## src/rtl/mips_multicycle_controller.sv

```systemverilog
// mips_multicycle_controller
//   Control FSM for the multi-cycle MIPS datapath. Steps each instruction
//   through fetch / decode / execute / memory / writeback states. It stalls
//   in the memory states until mem_ready. An optional watchdog aborts a
//   memory state that waits too long.
//
// Parameters
//   EXT_EN      : 1 adds bne / andi / ori to the decode; 0 makes them illegal
//   MEM_WAIT_EN : 1 memory states wait for mem_ready; 0 mem_ready treated as 1
//   TIMEOUT     : 0 no watchdog; N>0 abort a memory state after N stalled cycles
//
// Ports
//   clk, rst_n            : clock (rising edge), async active-low reset
//   op_code[5:0]          : IR[31:26]
//   mem_ready             : memory handshake for FETCH / MEMRD / MEMWR
//   mem_req, iord, mem_w  : memory request, address select, write strobe
//   ir_w, pc_w            : IR load / unconditional PC write
//   branch, branch_ne     : conditional PC write on zero / not zero
//   pc_src, alu_src_a/b   : datapath mux selects
//   alu_op, imm_zext      : ALU decoder control, immediate zero-extend
//   reg_dest, mem_to_reg  : register file write port selects
//   reg_w                 : register file write enable
//   illegal_op            : 1-cycle pulse on an unknown opcode in DECODE
//   mem_timeout           : sticky watchdog flag, cleared only by reset
//   state[3:0]            : current state encoding (debug)
module mips_multicycle_controller #(
    parameter bit          EXT_EN      = 1'b1,
    parameter bit          MEM_WAIT_EN = 1'b1,
    parameter int unsigned TIMEOUT     = 0
) (
    input  logic       clk,
    input  logic       rst_n,
    input  logic [5:0] op_code,
    input  logic       mem_ready,
    output logic       mem_req,
    output logic       iord,
    output logic       mem_w,
    output logic       ir_w,
    output logic       pc_w,
    output logic       branch,
    output logic       branch_ne,
    output logic [1:0] pc_src,
    output logic       alu_src_a,
    output logic [1:0] alu_src_b,
    output logic [1:0] alu_op,
    output logic       imm_zext,
    output logic       reg_dest,
    output logic       mem_to_reg,
    output logic       reg_w,
    output logic       illegal_op,
    output logic       mem_timeout,
    output logic [3:0] state
);

    typedef enum logic [3:0] {
        S_FETCH  = 4'd0,
        S_DECODE = 4'd1,
        S_MEMADR = 4'd2,
        S_MEMRD  = 4'd3,
        S_MEMWB  = 4'd4,
        S_MEMWR  = 4'd5,
        S_EXEC   = 4'd6,
        S_ALUWB  = 4'd7,
        S_BRANCH = 4'd8,
        S_IMMEX  = 4'd9,
        S_IMMWB  = 4'd10,
        S_JUMP   = 4'd11
    } state_t;

    localparam int unsigned   CW       = (TIMEOUT > 0) ? $clog2(TIMEOUT + 1) : 1;
    localparam logic [CW-1:0] TO_LIMIT = CW'(TIMEOUT);
    localparam bit            WD_ON    = (TIMEOUT > 0);

    state_t        state_q, state_d;
    logic [CW-1:0] cnt_q, cnt_d;
    logic          tmo_q, tmo_d;

    // Opcode decode; the extended opcodes vanish when EXT_EN=0
    logic op_lw, op_sw, op_r, op_beq, op_bne, op_addi, op_andi, op_ori, op_j, op_logic;
    always_comb begin
        op_lw    = (op_code == 6'b100011);
        op_sw    = (op_code == 6'b101011);
        op_r     = (op_code == 6'b000000);
        op_beq   = (op_code == 6'b000100);
        op_bne   = EXT_EN && (op_code == 6'b000101);
        op_addi  = (op_code == 6'b001000);
        op_andi  = EXT_EN && (op_code == 6'b001100);
        op_ori   = EXT_EN && (op_code == 6'b001101);
        op_j     = (op_code == 6'b000010);
        op_logic = op_andi || op_ori;
    end

    logic rdy, mem_state, expire;

    always_comb begin
        rdy       = MEM_WAIT_EN ? mem_ready : 1'b1;
        mem_state = (state_q == S_FETCH) || (state_q == S_MEMRD) || (state_q == S_MEMWR);
        // mem_ready on the expiry cycle takes priority over the watchdog
        expire    = WD_ON && mem_state && !rdy && ((cnt_q + CW'(1)) == TO_LIMIT);
        // Counter only runs while stalled in a memory state, so any state change clears it
        cnt_d     = (WD_ON && mem_state && !rdy && !expire) ? cnt_q + CW'(1) : '0;
        tmo_d     = tmo_q || expire;

        state_d = S_FETCH;
        case (state_q)
            S_FETCH:  state_d = expire ? S_FETCH : (rdy ? S_DECODE : S_FETCH);
            S_DECODE: begin
                if (op_lw || op_sw)           state_d = S_MEMADR;
                else if (op_r)                state_d = S_EXEC;
                else if (op_beq || op_bne)    state_d = S_BRANCH;
                else if (op_addi || op_logic) state_d = S_IMMEX;
                else if (op_j)                state_d = S_JUMP;
                else                          state_d = S_FETCH;
            end
            S_MEMADR: state_d = op_sw ? S_MEMWR : S_MEMRD;
            S_MEMRD:  state_d = expire ? S_FETCH : (rdy ? S_MEMWB : S_MEMRD);
            S_MEMWB:  state_d = S_FETCH;
            S_MEMWR:  state_d = (expire || rdy) ? S_FETCH : S_MEMWR;
            S_EXEC:   state_d = S_ALUWB;
            S_ALUWB:  state_d = S_FETCH;
            S_BRANCH: state_d = S_FETCH;
            S_IMMEX:  state_d = S_IMMWB;
            S_IMMWB:  state_d = S_FETCH;
            S_JUMP:   state_d = S_FETCH;
            default:  state_d = S_FETCH;
        endcase
    end

    always_ff @(posedge clk or negedge rst_n) begin
        if (!rst_n) begin
            state_q <= S_FETCH;
            cnt_q   <= '0;
            tmo_q   <= 1'b0;
        end else begin
            state_q <= state_d;
            cnt_q   <= cnt_d;
            tmo_q   <= tmo_d;
        end
    end

    // Output decode of the state register. rst_n gates everything so nothing
    // is requested while reset is held.
    always_comb begin
        mem_req    = 1'b0;
        iord       = 1'b0;
        mem_w      = 1'b0;
        ir_w       = 1'b0;
        pc_w       = 1'b0;
        branch     = 1'b0;
        branch_ne  = 1'b0;
        pc_src     = 2'b00;
        alu_src_a  = 1'b0;
        alu_src_b  = 2'b00;
        alu_op     = 2'b00;
        imm_zext   = 1'b0;
        reg_dest   = 1'b0;
        mem_to_reg = 1'b0;
        reg_w      = 1'b0;
        illegal_op = 1'b0;
        if (rst_n) begin
            case (state_q)
                S_FETCH: begin
                    mem_req   = 1'b1;
                    alu_src_b = 2'b01;
                    ir_w      = rdy;
                    pc_w      = rdy;
                end
                S_DECODE: begin
                    alu_src_b  = 2'b11;
                    illegal_op = !(op_lw || op_sw || op_r || op_beq || op_bne ||
                                   op_addi || op_logic || op_j);
                end
                S_MEMADR: begin
                    alu_src_a = 1'b1;
                    alu_src_b = 2'b10;
                end
                S_MEMRD: begin
                    mem_req = 1'b1;
                    iord    = 1'b1;
                end
                S_MEMWB: begin
                    reg_w      = 1'b1;
                    mem_to_reg = 1'b1;
                end
                S_MEMWR: begin
                    mem_req = 1'b1;
                    iord    = 1'b1;
                    mem_w   = 1'b1;
                end
                S_EXEC: begin
                    alu_src_a = 1'b1;
                    alu_op    = 2'b10;
                end
                S_ALUWB: begin
                    reg_w    = 1'b1;
                    reg_dest = 1'b1;
                end
                S_BRANCH: begin
                    alu_src_a = 1'b1;
                    alu_op    = 2'b01;
                    pc_src    = 2'b01;
                    branch    = op_beq;
                    branch_ne = op_bne;
                end
                S_IMMEX: begin
                    alu_src_a = 1'b1;
                    alu_src_b = 2'b10;
                    alu_op    = op_logic ? 2'b11 : 2'b00;
                    imm_zext  = op_logic;
                end
                S_IMMWB: begin
                    reg_w    = 1'b1;
                    imm_zext = op_logic;
                end
                S_JUMP: begin
                    pc_src = 2'b10;
                    pc_w   = 1'b1;
                end
                default: ;
            endcase
        end
    end

    assign state       = state_q;
    assign mem_timeout = tmo_q;

endmodule

```

## config.mk

```make
export PLATFORM = sky130hd
export DESIGN_NAME = mips_multicycle_controller
export DESIGN_NICKNAME = d
export VERILOG_FILES = /design/src/rtl/mips_multicycle_controller.sv
export SDC_FILE = /design/constraint.sdc
export NUM_CORES = 1
export LEC_CHECK = 0
export CAP_MARGIN = 20
export CORE_MARGIN = 4
export CORE_UTILIZATION = 35
export DETAILED_ROUTE_END_ITERATION = 8
export GPL_ROUTABILITY_DRIVEN = 0
export PLACE_DENSITY = 0.75
export SYNTH_ARGS = -nofsm -noshare
export SYNTH_HDL_FRONTEND = slang
export SYNTH_SLANG_ARGS = --single-unit
export TNS_END_PERCENT = 1
```

## constraint.sdc

```tcl
create_clock -name clk -period 1.55 [get_ports clk]
set_input_delay 0.2325 -clock clk [delete_from_list [all_inputs] [get_ports clk]]
set_output_delay 0.2325 -clock clk [all_outputs]
set_load 0.01 [all_outputs]
```

---- Yosys cells after proc, flatten, opt, wreduce, memory -nomap -nowiden ----
Index checks and enable logic that the tools add are counted.
storage, ports and cells
  register bits after elaboration ......... 4
  input port bits ......................... 9
  output and inout bits ................... 24
  logic and storage cells ................. 82
cells by class
  eq/ne operators ......................... 19
  multiplexer cells ....................... 43
  reduce and logical (&&, ||, !) cells .... 19
operator list
  cell                                                             number
  4-bit case mux with 7 select lines                               1
  1-bit 2-to-1 mux                                                 26
  4-bit 2-to-1 mux                                                 5
  6-bit by 4-bit == test with 1-bit output, second input constant  3
  4-bit by 3-bit == test with 1-bit output, second input constant  4
  4-bit == test, second input constant                             4
  6-bit by 3-bit == test with 1-bit output, second input constant  2
  6-bit == test, second input constant                             2
  2-bit case mux with 3 select lines                               2
  1-bit logical OR                                                 10
  3-bit 2-to-1 mux                                                 3
  4-bit by 2-bit == test with 1-bit output, second input constant  2
  2-bit 2-to-1 mux                                                 4
  6-bit by 2-bit == test with 1-bit output, second input constant  1
  6-bit zero test                                                  1
  2-bit OR reduction                                               3
  3-bit OR reduction                                               2
  4-bit by 1-bit == test with 1-bit output, second input constant  1
  4-bit zero test                                                  1
  2-bit case mux with 2 select lines                               1
  4-bit OR reduction                                               1
  1-bit case mux with 2 select lines                               1
  1-bit zero test                                                  1

---- Longest topological paths before layout ----
  depth after elaboration ................. 11
  gate-level depth with buffers ........... 5
  gate-level depth less buffers ........... 4

---- Least setup slack after synthesis ----
Ideal clock, no wire load.
  kind .................................... register to output
  start point ............................. register state_q[1] (netlist: state[1])
  end point ............................... output pc_w
  arrival ................................. 1.487 ns
  data required time ...................... 1.317 ns
  setup slack ............................. -0.169 ns
  stages on the path, launching flop included .. 5
  path buffers ............................ 2
  path through ............................ dfrtp_1 buf_6 clkbuf_1 nor4b_1 or2_2
between the ends
  cells in the longest elaborated chain, start to end .. 3
  elaborated cells between the ends (all ways) .. 4
  classes of those cells .................. eq/ne: 1; mux: 2; reduce/logical: 1
ends and longest elaborated chain
  item                                                     line  RTL
  start, declared                                          74    state_t state_q, state_d;
  start signal, assigned                                   135   state_q <= state_d;
  4-bit == test / 4-bit zero test (equally long branches)  161   case (state_q)
  1-bit case mux with 2 select lines *                     161
  1-bit 2-to-1 mux *                                       160   if (rst_n) begin
  end, declared                                            39    output logic pc_w,
Every way passes the cells marked *; elsewhere a longest branch is shown, timed or not.

---- Worst setup path in the final report ----
  start point ............................. register state_q[1] (netlist: state[1])
  end point ............................... register state_q[2] (netlist: state[2])
between the ends
  cells in the longest elaborated chain, start to end .. 2
  elaborated cells between the ends (all ways) .. 8
  classes of those cells .................. eq/ne: 6; mux: 1; reduce/logical: 1
ends and longest elaborated chain
  item                                         line  RTL
  4-bit == test, or another cell as far along  105   case (state_q)
  4-bit case mux with 7 select lines *         105
  net state_d[2]                               74
The timed path passes the listed nets; every way through them passes the cells marked *.

==> flow_metrics.py <==
metrics = {
    "worst_setup_path": {
        "cpPeakStageDelay_ns": 0.51,
        "path_buf_inv": 2,
        "slowest_stage": "or4b_4",
        "worstPathArrival_ns": 2.01,
        "crit_path_cell_trace": "buf_6 > nand2b_4 > buf_6 > or4b_4 > nor4b_4 > a311o_1",
        "cp_data_required_time_ns": 1.72,
        "cpMostUsedCell": "buf_6",
        "start_kind": "flop",
        "endpoint_kind": "flop",
        "crit_type": "reg2reg",
        "critPathTopFamily": "simple AND/OR/NAND/NOR gates",
        "path_max_fanout": 3,
    },
    "drt": {
        "drt-total-wl_mm": 3.00,
        "firstDrtPassIters": 4,
        "vias_per_cell": 5.54,
        "drt_iter0_markers": 11,
        "dr_total_vias": 1014,
        "drc_errors": 0,
        "post_drt_wl_per_cell_um": 16.4,
        "antenna_left": 0,
    },
    "clocking": {
        "cts_tree": "yes",
        "clockBufferDepth": 2,
        "cts.sinks": 4,
        "clk_pin_slew_ns": 0.04,
        "clk_latency_ns": 0.24,
        "numCtsBuffers": 3,
        "cts_root_buf": "clkbuf_4",
        "hold_buffers": 0,
        "htreeDepth": 1,
    },
    "floorplanning": {
        "rows": 15,
        "die_area_sq_um": 2620,
        "io_pins": 33,
        "dieWidth_um": 51.2,
        "start_util_pct": 37.3,
        "die_h_um": 51.2,
        "core-area_sq_um": 1750,
    },
    "synth": {
        "async_flop_share_pct": 100,
        "syn_area_sq_um": 652,
        "synth_cells": 90,
        "syn_avg_cell_area_sq_um": 7.24,
        "synth-edff-count": 0,
        "synth_seq_cells": 4,
        "seq_area_frac_synth_pct": 15.4,
        "synth_flop_cell": "dfrtp_1",
        "yosysWarnings": 0,
        "synth_fp_nets": 99,
        "synth_cell_types": 42,
    },
    "timing": {
        "finalCritPeriodShare_pct": 119,
        "rsz0062_at_grt": "true",
        "setup_violations": 20,
        "fmax_mhz": 542,
        "fin_ws_ns": -0.296,
        "finalMaxSlewViolations": 0,
        "clock-skew-final_ns": 0.00800,
        "period_needed_ns": 1.85,
        "hold_violations": 0,
    },
    "cells_and_area": {
        "syn_to_final_growth_pct": 112,
        "final_area_sq_um": 1380,
        "largest_register_ffs": 4,
        "num-nets-final": 169,
        "utilization_pct": 79.1,
        "drive_gt1_share_pct": 56.3,
        "nFillCells": 116,
        "antenna_cells": 0,
    },
    "pwr": {
        "p_total_uw": 1460,
        "ir_drop_mv": 0.799,
        "total_leakage_power_uw": 0.000697,
        "p_per_area_nw_per_um2": 1050,
    },
    "min_path": {
        "hp-class": "in2async",
    },
    "grt": {
        "use_met1_pct": 21.9,
        "grt_use_met2_pct": 43.1,
        "grt_usage_pct": 22.5,
        "grt_max_degree": 15,
        "busiest_layer": "met2",
        "gr-total-overflow": 0,
        "grt_pass1_wl_mm": 4.49,
        "grt_pass1_vias": 999,
        "antenna_found_initial": 0,
        "use_met3_pct": 5.54,
    },
    "placement": {
        "placed_area_sq_um": 1220,
        "io_buffers": 31,
        "place_hpwl_mm": 1.95,
        "place_ws_ns": -0.773,
    },
    "run_status": {
        "violations": "setup timing",
        "outcome": "complete, but fails checks",
    },
    "flow_run": {
        "maxCapViolations": 0,
    },
}
-- through the flow --
step / cells / hold slack [ns] / setup TNS [ns]
6_report: 183 / 0.153 / -3.20
5_1_grt: 183 / 0.158 / -4.99
4_1_cts: 181 / 0.104 / -3.00
3_5_place_dp: 173 / 0.621 / -10.31
3_3_place_gp: 173 / 0.626 / -9.79
2_1_floorplan: 90 / -0.0631 / -0.159
-- synth_stat cells (2+ instances only) --
master,instances,share of area [%]
nor3_1,7,5.4
clkbuf_1,3,1.7
o22ai_1,3,2.9
and4b_1,2,3.1
nor4b_1,2,2.7
nand3b_1,5,5.8
nor2_1,11,6.3
or3b_2,2,2.7
and3_1,2,1.9
dfrtp_1,4,15
a21oi_1,4,3.1
nand2_1,7,4.0
a31oi_1,2,1.9
nor3b_1,2,2.3
nor2b_1,5,4.8
nand2b_1,3,2.9
-- worst reg2reg max path, delay by kind of cell, from the launching register on --
| family | cells | cell delay (ns) |
|---|---|---|
| AOI/OAI and AO/OA | 1 | 0.15 |
| buffers and inverters | 2 | 0.26 |
| DFF | 1 | 0.39 |
| and+or+nand+nor | 3 | 0.99 |
-- cell usage in the layout (no fill, tap or decap), types with 3 or more instances in the layout --
cell            n
nor3_1          4
clkbuf_4        3
nor3_2          3
buf_4          33
a21oi_2         3
dlygate4sd2_1  10
buf_6          11
nor2_1          9
nand3b_1        5
nand2_1         6
nor2b_1         3
buf_2          11
-- repair_timing --
item	4_1_cts	5_1_grt
gates cloned	0	0
setup buffers	5	2
resized for setup	107	14
pin swaps	11	6
endpoints found under the setup margin	25	22
-- kinds of logic (layout without fill, tap and decap cells) --
group / count (synthesis) / in the layout / share of synthesized area, %
and+or+nand+nor: 57 / 57 / 54.9
AOI/OAI and AO/OA: 18 / 18 / 19.6
buffers and inverters: 8 / 76 / 6.52
DFF: 4 / 4 / 15.4
other: 1 / 1 / 0.575
xor gates and xnor gates: 1 / 1 / 1.34
muxes: 1 / 1 / 1.73
-- final timing paths --
kind | from | to | slack [ns] | cells past startpoint
hold / removal | rst_n | state[0] | 0.15 | 2
max in group asynchronous | rst_n | state[2] | 1.27 | 2
hold reg to reg | state[3] | state[0] | 0.77 | 3
setup reg to reg | state[1] | state[2] | -0.30 | 6
min in group clk | op_code[4] | state[0] | 0.73 | 4
setup / recovery | state[1] | state[2] | -0.30 | 6
-- cell type report --
| cell class | count | area [sq um] | area share [%] |
|---|---|---|---|
| Timing Repair Buffer | 72 | 594 | 43.1 |
| Clock buffer | 3 | 22.5 | 1.63 |
| Inverter | 1 | 3.75 | 0.272 |
| Multi-Input combinational cell | 78 | 626 | 45.3 |
| Sequential cell | 4 | 103 | 7.43 |
| Tap cell | 25 | 31.3 | 2.27 |
-- per-layer routing --
metal / vias up / wire length (um)
met3: 17 / 253
li1: 471 / -
met2: 54 / 1460
met4: 0 / 180
met5: - / 0
met1: 472 / 1110
-- power breakdown --
| part | internal (uW) | leakage, uW | switching, uW |
|---|---|---|---|
| logic | 601 | 0.000634 | 545 |
| registers | 136 | 0.0000502 | 37.9 |
| clock network | 87.0 | 0.0000138 | 47.7 |
| total | 824 | 0.000697 | 631 |
Note: power is estimated with default switching activity, not from simulation.
